`config.mk`:
```
export PLATFORM = sky130hd
export DESIGN_NAME = dshot_multi_tx
export DESIGN_NICKNAME = d
export VERILOG_FILES = /design/src/rtl/dshot_pkg.sv /design/src/rtl/dshot_multi_tx_bit_timer.sv /design/src/rtl/dshot_multi_tx.sv
export SDC_FILE = /design/constraint.sdc
export NUM_CORES = 1
export LEC_CHECK = 0
export ABC_CLOCK_PERIOD_IN_PS = 5400
export BUFFER_PORTS_ARGS = -buffer_cell sky130_fd_sc_hd__buf_2
export CAP_MARGIN = 10
export CORE_AREA = 2 2 129 131
export CTS_CLUSTER_SIZE = 20
export DETAILED_ROUTE_END_ITERATION = 10
export DIE_AREA = 0 0 131 133
export PLACE_DENSITY = 0.68
export SLEW_MARGIN = 20
export SYNTH_ARGS = -nofsm -noshare
export SYNTH_HDL_FRONTEND = slang
export SYNTH_SLANG_ARGS = --single-unit
export TNS_END_PERCENT = 20
```
`constraint.sdc`:
```
create_clock -name i_clk -period 5.4 [get_ports i_clk]
set_clock_uncertainty 0.15 [all_clocks]
set_input_delay 0.27 -clock i_clk [delete_from_list [all_inputs] [get_ports i_clk]]
set_output_delay 0.27 -clock i_clk [all_outputs]
set_load 0.02 [all_outputs]
```
`src/rtl/dshot_pkg.sv`:
```
// dshot_pkg: shared DSHOT types, bit timing and CRC helpers.
// Define DSHOT_BIDIR_EN for inverted (bidirectional) line polarity and CRC.
package dshot_pkg;
`ifdef DSHOT_BIDIR_EN
  localparam logic BIDIR = 1'b1;
`else
  localparam logic BIDIR = 1'b0;
`endif
  typedef enum logic [1:0] {DSHOT150 = 2'd0, DSHOT300 = 2'd1, DSHOT600 = 2'd2} dshot_mode_e;
  typedef enum logic [1:0] {S_IDLE, S_LOAD, S_BIT, S_GAP} dshot_state_e;
  function automatic int unsigned dshot_period(int unsigned clk_hz, dshot_mode_e m);
    return clk_hz / (32'd150000 << m);
  endfunction
  function automatic int unsigned dshot_cnt_w(int unsigned clk_hz, int unsigned idle_bits);
    return $clog2(idle_bits * dshot_period(clk_hz, DSHOT150));
  endfunction
  function automatic logic [3:0] dshot_crc(logic [11:0] v);
    return v[3:0] ^ v[7:4] ^ v[11:8] ^ {4{BIDIR}};
  endfunction
endpackage

```
`src/rtl/dshot_multi_tx_bit_timer.sv`:
```
// dshot_bit_timer: shared LOAD/BIT/GAP sequencer with cycle and bit counters for all channels.
module dshot_bit_timer
  import dshot_pkg::*;
#(
  parameter int unsigned CLK_HZ    = 72_000_000,
  parameter int unsigned IDLE_BITS = 4,
  parameter int unsigned CW        = 11
) (
  input  logic          clk,
  input  logic          rst,
  input  logic          start,
  input  logic [1:0]    mode,
  output dshot_state_e  state,
  output logic [CW-1:0] cyc,
  output logic [CW-1:0] t0h,
  output logic [CW-1:0] t1h,
  output logic          bit_tick,
  output logic          frame_done,
  output logic          busy
);
  localparam int unsigned P1 = dshot_period(CLK_HZ, DSHOT150);
  localparam int unsigned P3 = dshot_period(CLK_HZ, DSHOT300);
  localparam int unsigned P6 = dshot_period(CLK_HZ, DSHOT600);
  localparam logic [CW-1:0] LAST [3] = '{CW'(P1 - 1), CW'(P3 - 1), CW'(P6 - 1)};
  localparam logic [CW-1:0] H0 [3] = '{CW'(P1 * 3 / 8), CW'(P3 * 3 / 8), CW'(P6 * 3 / 8)};
  localparam logic [CW-1:0] H1 [3] = '{CW'(P1 * 3 / 4), CW'(P3 * 3 / 4), CW'(P6 * 3 / 4)};
  // LOAD also drives the line idle, so GAP is one cycle short of IDLE_BITS*T
  localparam logic [CW-1:0] GLAST [3] = '{CW'(IDLE_BITS * P1 - 2), CW'(IDLE_BITS * P3 - 2), CW'(IDLE_BITS * P6 - 2)};
  dshot_state_e state_n;
  dshot_mode_e m_q;
  logic [CW-1:0] cyc_n;
  logic [3:0] bit_q, bit_n;
  assign t0h = H0[m_q];
  assign t1h = H1[m_q];
  assign bit_tick = (state == S_BIT) && (cyc == LAST[m_q]);
  assign frame_done = (state == S_GAP) && (cyc == '0);
  assign busy = (state == S_LOAD) || (state == S_BIT);
  always_ff @(posedge clk) begin
    if (rst) begin
      state <= S_IDLE;
      cyc   <= '0;
      bit_q <= '0;
      m_q   <= DSHOT150;
    end else begin
      state <= state_n;
      cyc   <= cyc_n;
      bit_q <= bit_n;
      if (state == S_LOAD) m_q <= (mode == 2'd3) ? DSHOT150 : dshot_mode_e'(mode);
    end
  end
  always_comb begin
    state_n = state;
    cyc_n   = cyc;
    bit_n   = bit_q;
    case (state)
      S_IDLE: state_n = start ? S_LOAD : S_IDLE;
      S_LOAD: begin
        state_n = S_BIT;
        cyc_n   = '0;
        bit_n   = 4'd15;
      end
      S_BIT: begin
        cyc_n   = bit_tick ? '0 : cyc + 1'b1;
        bit_n   = bit_tick ? bit_q - 1'b1 : bit_q;
        state_n = (bit_tick && bit_q == 4'd0) ? S_GAP : S_BIT;
      end
      S_GAP: begin
        cyc_n   = (cyc == GLAST[m_q]) ? '0 : cyc + 1'b1;
        state_n = (cyc == GLAST[m_q]) ? S_LOAD : S_GAP;
      end
      default: state_n = S_IDLE;
    endcase
  end
endmodule

```
`src/rtl/dshot_multi_tx.sv`:
```
// dshot_multi_tx: N-channel DSHOT150/300/600 transmitter with shadowed throttle words.
// Define DSHOT_BIDIR_EN for bidirectional framing (idle-high line, inverted CRC).
module dshot_multi_tx
  import dshot_pkg::*;
#(
  parameter int unsigned CLK_HZ    = 72_000_000,
  parameter int unsigned NUM_CH    = 4,
  parameter int unsigned IDLE_BITS = 4,
  localparam int CHW = (NUM_CH > 1) ? $clog2(NUM_CH) : 1
) (
  input  logic              i_clk,
  input  logic              i_rst,
  input  logic [1:0]        i_mode,
  input  logic              i_wr_en,
  input  logic [CHW-1:0]    i_wr_ch,
  input  logic [11:0]       i_wr_data,
  output logic [NUM_CH-1:0] o_motor,
  output logic              o_frame_done,
  output logic              o_busy
);
  localparam int unsigned CW = dshot_cnt_w(CLK_HZ, IDLE_BITS);
  dshot_state_e state;
  logic [CW-1:0] cyc, t0h, t1h;
  logic bit_tick;
  logic [11:0] shadow [NUM_CH];
  logic [15:0] sh [NUM_CH];
  logic [NUM_CH-1:0] valid, act;
  logic wr_ok;
  assign wr_ok = i_wr_en && (int'(i_wr_ch) < int'(NUM_CH));
  dshot_bit_timer #(.CLK_HZ(CLK_HZ), .IDLE_BITS(IDLE_BITS), .CW(CW)) u_timer (
    .clk        (i_clk),
    .rst        (i_rst),
    .start      (|valid),
    .mode       (i_mode),
    .state      (state),
    .cyc        (cyc),
    .t0h        (t0h),
    .t1h        (t1h),
    .bit_tick   (bit_tick),
    .frame_done (o_frame_done),
    .busy       (o_busy)
  );
  always_ff @(posedge i_clk) begin
    if (i_rst) begin
      valid <= '0;
      act   <= '0;
      for (int c = 0; c < NUM_CH; c++) begin
        shadow[c] <= '0;
        sh[c]     <= '0;
      end
    end else begin
      if (wr_ok) begin
        shadow[i_wr_ch] <= i_wr_data;
        valid[i_wr_ch]  <= 1'b1;
      end
      // LOAD sees pre-edge shadows, so a same-cycle write lands in the next frame
      if (state == S_LOAD) act <= valid;
      for (int c = 0; c < NUM_CH; c++)
        if (state == S_LOAD) sh[c] <= {shadow[c], dshot_crc(shadow[c])};
        else if (bit_tick) sh[c] <= {sh[c][14:0], 1'b0};
    end
  end
  always_comb begin
    o_motor = {NUM_CH{BIDIR}};
    for (int c = 0; c < NUM_CH; c++)
      o_motor[c] = BIDIR ^ ((state == S_BIT) && act[c] && (cyc < (sh[c][15] ? t1h : t0h)));
  end
endmodule

```
# After elaboration in Yosys (flattened, before gate mapping)
# Memories as Yosys holds them, arrays and structs flattened.
# Cells that the tools add are included.
classes:
  reduce_logical: 21
  magnitude_cmp: 7
  addsub: 2
  n_mux: 51
  bitwise: 18
  n_eq_ne: 7
op_table:
  columns: ["cell", "count"]
  rows:
  - ["$mux 11", 14]
  - ["$mux 16", 8]
  - ["$bmux 11 s2", 4]
  - ["$lt 11x11->1", 4]
  - ["$pmux 11 s3", 1]
  - ["$xor 4x4->4", 8]
  - ["$eq 11x11->1", 2]
  - ["$mux 1", 16]
  - ["$logic_and 1x1->1", 12]
  - ["$mux 12", 1]
  - ["$reduce_or 12->1", 1]
  - ["$add 11x1->11 const B", 1]
  - ["$logic_not 11->1", 1]
  - ["$or 1x1->1", 8]
  - ["$pmux 2 s4", 1]
  - ["$pmux 4 s2", 1]
  - ["$eq 2x2->1 const B", 3]
  - ["$mux 2", 3]
  - ["$logic_not 4->1", 1]
  - ["$mux 4", 1]
  - ["$or 4x4->4", 1]
  - ["$reduce_or 4->1", 1]
  - ["$sub 4x1->4 const B", 1]
  - ["$ge 3x3->1 const B", 1]
  - ["other kinds (11)", 11]
word_totals:
  memories: 2
  word_cells: 114
  in_bits: 19
  ff_bits: 27
  ramBits: 112
  out_inout_bits: 6
mem_list:
  columns: ["name", "words", "width", "rd", "rd_clocked_by_memory_dff", "write_ports", "line", "source"]
  rows:
  - ["sh", 4, 16, 4, 0, 4, "dshot_multi_tx.sv:26", "logic [15:0] sh [NUM_CH];"]
  - ["shadow", 4, 12, 4, 0, 4, "dshot_multi_tx.sv:25", "logic [11:0] shadow [NUM_CH];"]

# Logic depth before layout (Yosys ltp)
logic_depth:
  word_depth: 11
  mapped_depth: 12
  ltp_nobuf: 11

# Cells and area by module
# Synthesis repeated with hierarchy kept, for this count alone.
unflattened:
  cells_unflattened: 670
  area_unflattened_um2: 7821.3
modules_own_cells:
  columns: ["module", "cells_each", "instances", "seq_area_each_um2", "area_each_um2"]
  rows:
  - ["dshot_multi_tx", 477, 1, 3523.4, 6332.3]
  - ["dshot_bit_timer", 193, 1, 380.4, 1488.9]

# Least setup slack after synthesis
# OpenSTA, ideal clock, no wires.
synth_timing:
  path_kind: "reg-to-reg"
  start: "register u_timer.m_q[1]"
  end: "memory sh[0][0] (enable)"
  path_slack_ps: 1465
  path_buffers: 2
  required_ps: 4843
  arrival_ps: 3377
  stages_incl_launch_ff: 10
  synth_period_minus_slack_ps: 3935
  setup_time_ps: 407
  cell_sequence: "dfxtp_1 -> clkbuf_1 -> inv_1 -> ha_1 -> clkbuf_1 -> xnor2_1 -> nand2_1 -> nor4_4 -> and2_1 -> or3_1"
synth_lines:
  columns: ["element", "line", "source"]
  rows:
  - ["start: declaration", "dshot_multi_tx_bit_timer.sv:30", "dshot_mode_e m_q;"]
  - ["start signal: assignment", "dshot_multi_tx_bit_timer.sv:48", "if (state == S_LOAD) m_q <= (mode == 2'd3) ? DSHOT150 : dshot_mode_e'(mode);"]
  - ["end: declaration", "dshot_multi_tx.sv:26", null]

# Worst setup path in the final report
layout_timing:
  start: "register u_timer.m_q[1]"
  end: "output o_motor[2]"
layout_via:
  elab_chain_len: 7
  word_cells_on_any_way: 10
  classes_between: "1 x order compare; 7 x mux; 1 x bitwise; 1 x reduce/logical"
layout_lines:
  columns: ["element", "line", "source"]
  rows:
  - ["$not 2->3 (not written as such) (*)", "dshot_multi_tx_bit_timer.sv:33, dshot_multi_tx_bit_timer.sv:34", null]
  - ["$bmux 11 s2, on equally long branches", "dshot_multi_tx_bit_timer.sv:33, dshot_multi_tx_bit_timer.sv:34", null]
  - ["$mux 11, on equally long branches (2 in a row)", "dshot_multi_tx_bit_timer.sv:33, dshot_multi_tx_bit_timer.sv:34", null]
  - ["$mux 11 (*)", "dshot_multi_tx.sv:66", "o_motor[c] = BIDIR ^ ((state == S_BIT) && act[c] && (cyc < (sh[c][15] ? t1h : t0h)));"]
  - ["$lt 11x11->1 (*)", "dshot_multi_tx.sv:66", null]
  - ["$logic_and 1x1->1 (*)", "dshot_multi_tx.sv:66", null]
  - ["end: declaration", "dshot_multi_tx.sv:17", "output logic [NUM_CH-1:0] o_motor,"]
# Mark *: on every way between the ends. The rest lies on a longest branch, timed or not. The select of a mux whose other input is x is not followed.

==> summary.md <==
| Metric | Value |
|---|---|
| CP Class | reg2out |
| Worst Hold Class | in2reg |
| Number of synthesized flops with an enable pin | 112 |
| Total track usage | 21.7% |
| Wire length of the first global-routing pass | 29,100 µm |
| Clock tree from TritonCTS | done |
| Source-to-sink clock delay at the later pin of the worst-skew pair | 0.42 ns |
| Maximum number of buffers from clock root to sink | 2 |
| Primary FF master, synth | sky130_fd_sc_hd__edfxtp_1 |
| Placeable core region | 16,200 µm² |
| Number of cell instances on the worst register-to-register path | 8 |
| VDD IR max | 264 µV |
| Initial DRT Pass Iterations | 5 |
| Post-CTS clock slew at the launch and capture registers of the worst setup and hold paths | 0.06 ns |
| Clock buffer count from CTS | 17 |
| Synth Instances | 746 |
| Post-route setup TNS | 0 ns |
| Global placer's final weighted congestion | 0.871 |
| Headroom to the max-slew limit | 47.8% |
| Number of nets at the end of the flow | 807 |
| Count of endpoints failing hold in the final timing report | 0 |
| Highest metal layer with signal wires | met4 |
| Share of the yosys chip area belonging to registers | 49.6% |
| Number of top-level design ports | 25 |
| Number of setup violations in the final report | 0 |
| Area contributors post-synth | sky130_fd_sc_hd__edfxtp_1 43%, sky130_fd_sc_hd__nand4b_1 7.5%, sky130_fd_sc_hd__ha_1 7.2% |
| Standard cell with the maximum stage delay on the critical path | sky130_fd_sc_hd__dfxtp_1 |
| FF-to-FF End | sh[1][13] |
| DRT Wirelength | 17,800 µm |
| Upper clock frequency limit | 261 MHz |
| Arrival time at the worst endpoint | 3.41 ns |
| Largest stage delay on the critical path | 0.62 ns |
| Total power of the final layout | 3210 µW |
| Slew Limit Fails | 0 |
| Antenna Diode Count | 0 |
| Sort of element at the end of the critical path | output pin |
| Slew at the pin closest to its max-slew limit | 0.777 ns |
| Gate family responsible for the most delay along the worst path | simple AND/OR/NAND/NOR gates |
| Required arrival time at the worst endpoint | 4.98 ns |
| Fraction of layout cells with a size suffix above 1 | 10.1% |
| Result of the run | completed |
| Met3 wire length | 822 µm |
| Synthesized net count | 810 |
| Initial standard-cell utilization of the core | 48.6% |
| Launch point of the worst reg-to-reg path | u_timer.m_q[1] |
| Number of instances resized during post-cts repair | 0 |
| Vias post-DR | 5,665 |
| Placed Area | 8070 µm² |
| Cell at the root of the clock tree | sky130_fd_sc_hd__clkbuf_16 |
| Number of non-filler instances in the completed layout | 976 |
| Area share of the largest cell type after synthesis | 42.8% |
| Combined area of all synthesized cells | 7870 µm² |
| Register bit total from synthesis | 139 |
| Minimum clock period after layout | 3.83 ns |
| Async set-reset flop share out of synthesis | 0% |
| Worst reg-to-reg setup slack | 1.78 ns |
| Final cycle utilization of the critical path | 71.0% |
| Endpoint of the worst hold-timing path | shadow[0][8] |
| Floorplan die width | 131 µm |
| Cell total after placement | 942 |
| Worst setup SP type | register |
| Number of clock sinks | 139 |
| Grt total ovfl | 0 |
| Total die area | 17,400 µm² |
| Count of cell types in the netlist | 47 |
| Floorplan row count | 47 |
| HPWL reported at the end of detailed placement | 11,700 µm |
| H-tree levels | 4 |
| Count of warnings emitted by yosys | 0 |
| Number of antenna violations at the first check in global routing | 0 |
| Sequence of cells on the critical path | inv_1, ha_1, nor2_1, nand2_1, o21ai_0, ha_1, a21oi_1, nor2b_1, o21ai_0, nand4b_1, a21oi_1, buf_2 |
| Leakage power | 0.00311 µW |
| Worst hold start | i_wr_data[8] |
| Via density per instance | 5.80 |
| Largest net degree at the start of global routing | 85 |
| Number of buffer and inverter stages on the critical path | 2 |
| Most frequent cells in the layout | 112 x sky130_fd_sc_hd__edfxtp_1, 86 x sky130_fd_sc_hd__nand2_1, 80 x sky130_fd_sc_hd__a21oi_1, 67 x sky130_fd_sc_hd__nand4b_1, 51 x sky130_fd_sc_hd__and2_1 |
| Max-cap violation count | 0 |
| Finished layout cell area | 8700 µm² |
| Via count of the first global-routing pass | 5,600 |
| Number of input and output port buffers inserted | 24 |
| PwrDens | 369 nW/µm² |
| Vert. Die Dim | 133 µm |
| RSZ-0062 raised after global routing | no |
| Wirelength per Cell | 18.2 µm |
| Count of unresolved DRC violations after routing | 0 |
| Post-synthesis average cell area | 10.5 µm² |
| WL met2 | 8560 µm |
| Most common cell after layout, fill and taps aside | sky130_fd_sc_hd__edfxtp_1 |
| Number of cells on the worst hold path | 2 |
| Area growth from synthesis to layout | 10.6% |
| Hold WS | 0.0331 ns |
| Met1 wire length | 7960 µm |
| DR iter-0 viols | 587 |
| Peak fanout along the critical path | 16 |
| Cell taking the most area after synthesis | sky130_fd_sc_hd__edfxtp_1 |
| Antenna Violating Nets Remaining | 0 |
worst max-delay path by stage:
stage	start	to	slack (ns)	cells after the start
after floorplan	u_timer.m_q[1]	sh[0][0]	1.47	9
after global placement	u_timer.m_q[1]	sh[1][4]	2.01	7
after detailed placement	u_timer.m_q[1]	sh[0][4]	1.84	8
after CTS	u_timer.m_q[1]	o_motor[2]	1.62	12
after global routing	u_timer.m_q[1]	o_motor[1]	1.25	12
final	u_timer.m_q[1]	o_motor[2]	1.57	12
cell type report:
cell class	instances	area [µm²]
fillers	1420	7470
flip-flops and latches	139	3900
multi-input cells	535	3650
clock buffers	21	440
well taps	220	275
repair buffers	34	200
clock inverters	11	173
inverters	16	60.1
flip-flops by register name, indices dropped and copies added (netlist names):
signal	cells
act	4
sh	64
shadow	48
u_timer.bit_q	4
u_timer.cyc	11
u_timer.m_q	2
u_timer.state	2
valid	4
worst reg2reg max path: cells and delay by family, from the launching register on:
| kind | cells | cell delay [ns] |
|---|---|---|
| AO/OA/AOI/OAI | 1 | 0.25 |
| buffers and inverters | 2 | 0.59 |
| adder cells (fa/ha/maj) | 1 | 0.35 |
| AND/OR/NAND/NOR | 4 | 1.30 |
| flip-flops | 1 | 0.62 |
synthesized netlist by cell type, drive strengths merged, types with 5 or more instances:
cell type,instances
edfxtp,112
nand2,86
a21oi,80
nand4b,67
and2,51
ha,45
nor2,42
clkbuf,41
xnor2,31
dfxtp,27
o21ai,19
buf,15
inv,15
xor2,13
mux2i,12
a21o,11
nor2b,8
nor3,7
nand3,5
nand4,5
nor3b,5
o22ai,5
or3b,5
logic make-up (layout without fill, tap and decap cells):
logic type               count (synthesis)  count (layout)  synth area share (%)
AND/OR/NAND/NOR                        300             300                  22.5
XOR/XNOR                                44              44                  4.90
multiplexers                            12              12                  1.53
buffers and inverters                   72              82                  4.22
AO/OA/AOI/OAI                          134             134                  10.1
adder cells (fa/ha/maj)                 45              45                  7.16
flip-flops                             139             139                  49.6
what timing repair did:
item,CTS,global route
hold buffers,2,0
endpoints found under the hold margin,1,0
buffers inserted,0,0
endpoints found under the setup margin,0,0
layer usage:
layer / vias to the layer above / track usage, %
li1: 2693 / -
met1: 2797 / 30.1
met2: 151 / 33.6
met3: 24 / 4.37
met4: 0 / 8.27
met5: - / 0
through the flow:
stage	util, %	setup WS (ns)
global route	53.8	1.25
CTS	53.8	1.62
global placement	49.9	2.01
floorplan	-	1.47
finish	53.8	1.57
detailed placement	49.9	1.84
power by group:
| group | leakage (µW) | internal, µW | switching [µW] |
|---|---|---|---|
| Combinational | 0.00146 | 229 | 362 |
| Sequential | 0.00136 | 1320 | 85.3 |
| Clock | 0.000284 | 773 | 443 |
| Total | 0.00311 | 2320 | 891 |
Power figures use the tool's default switching activity.
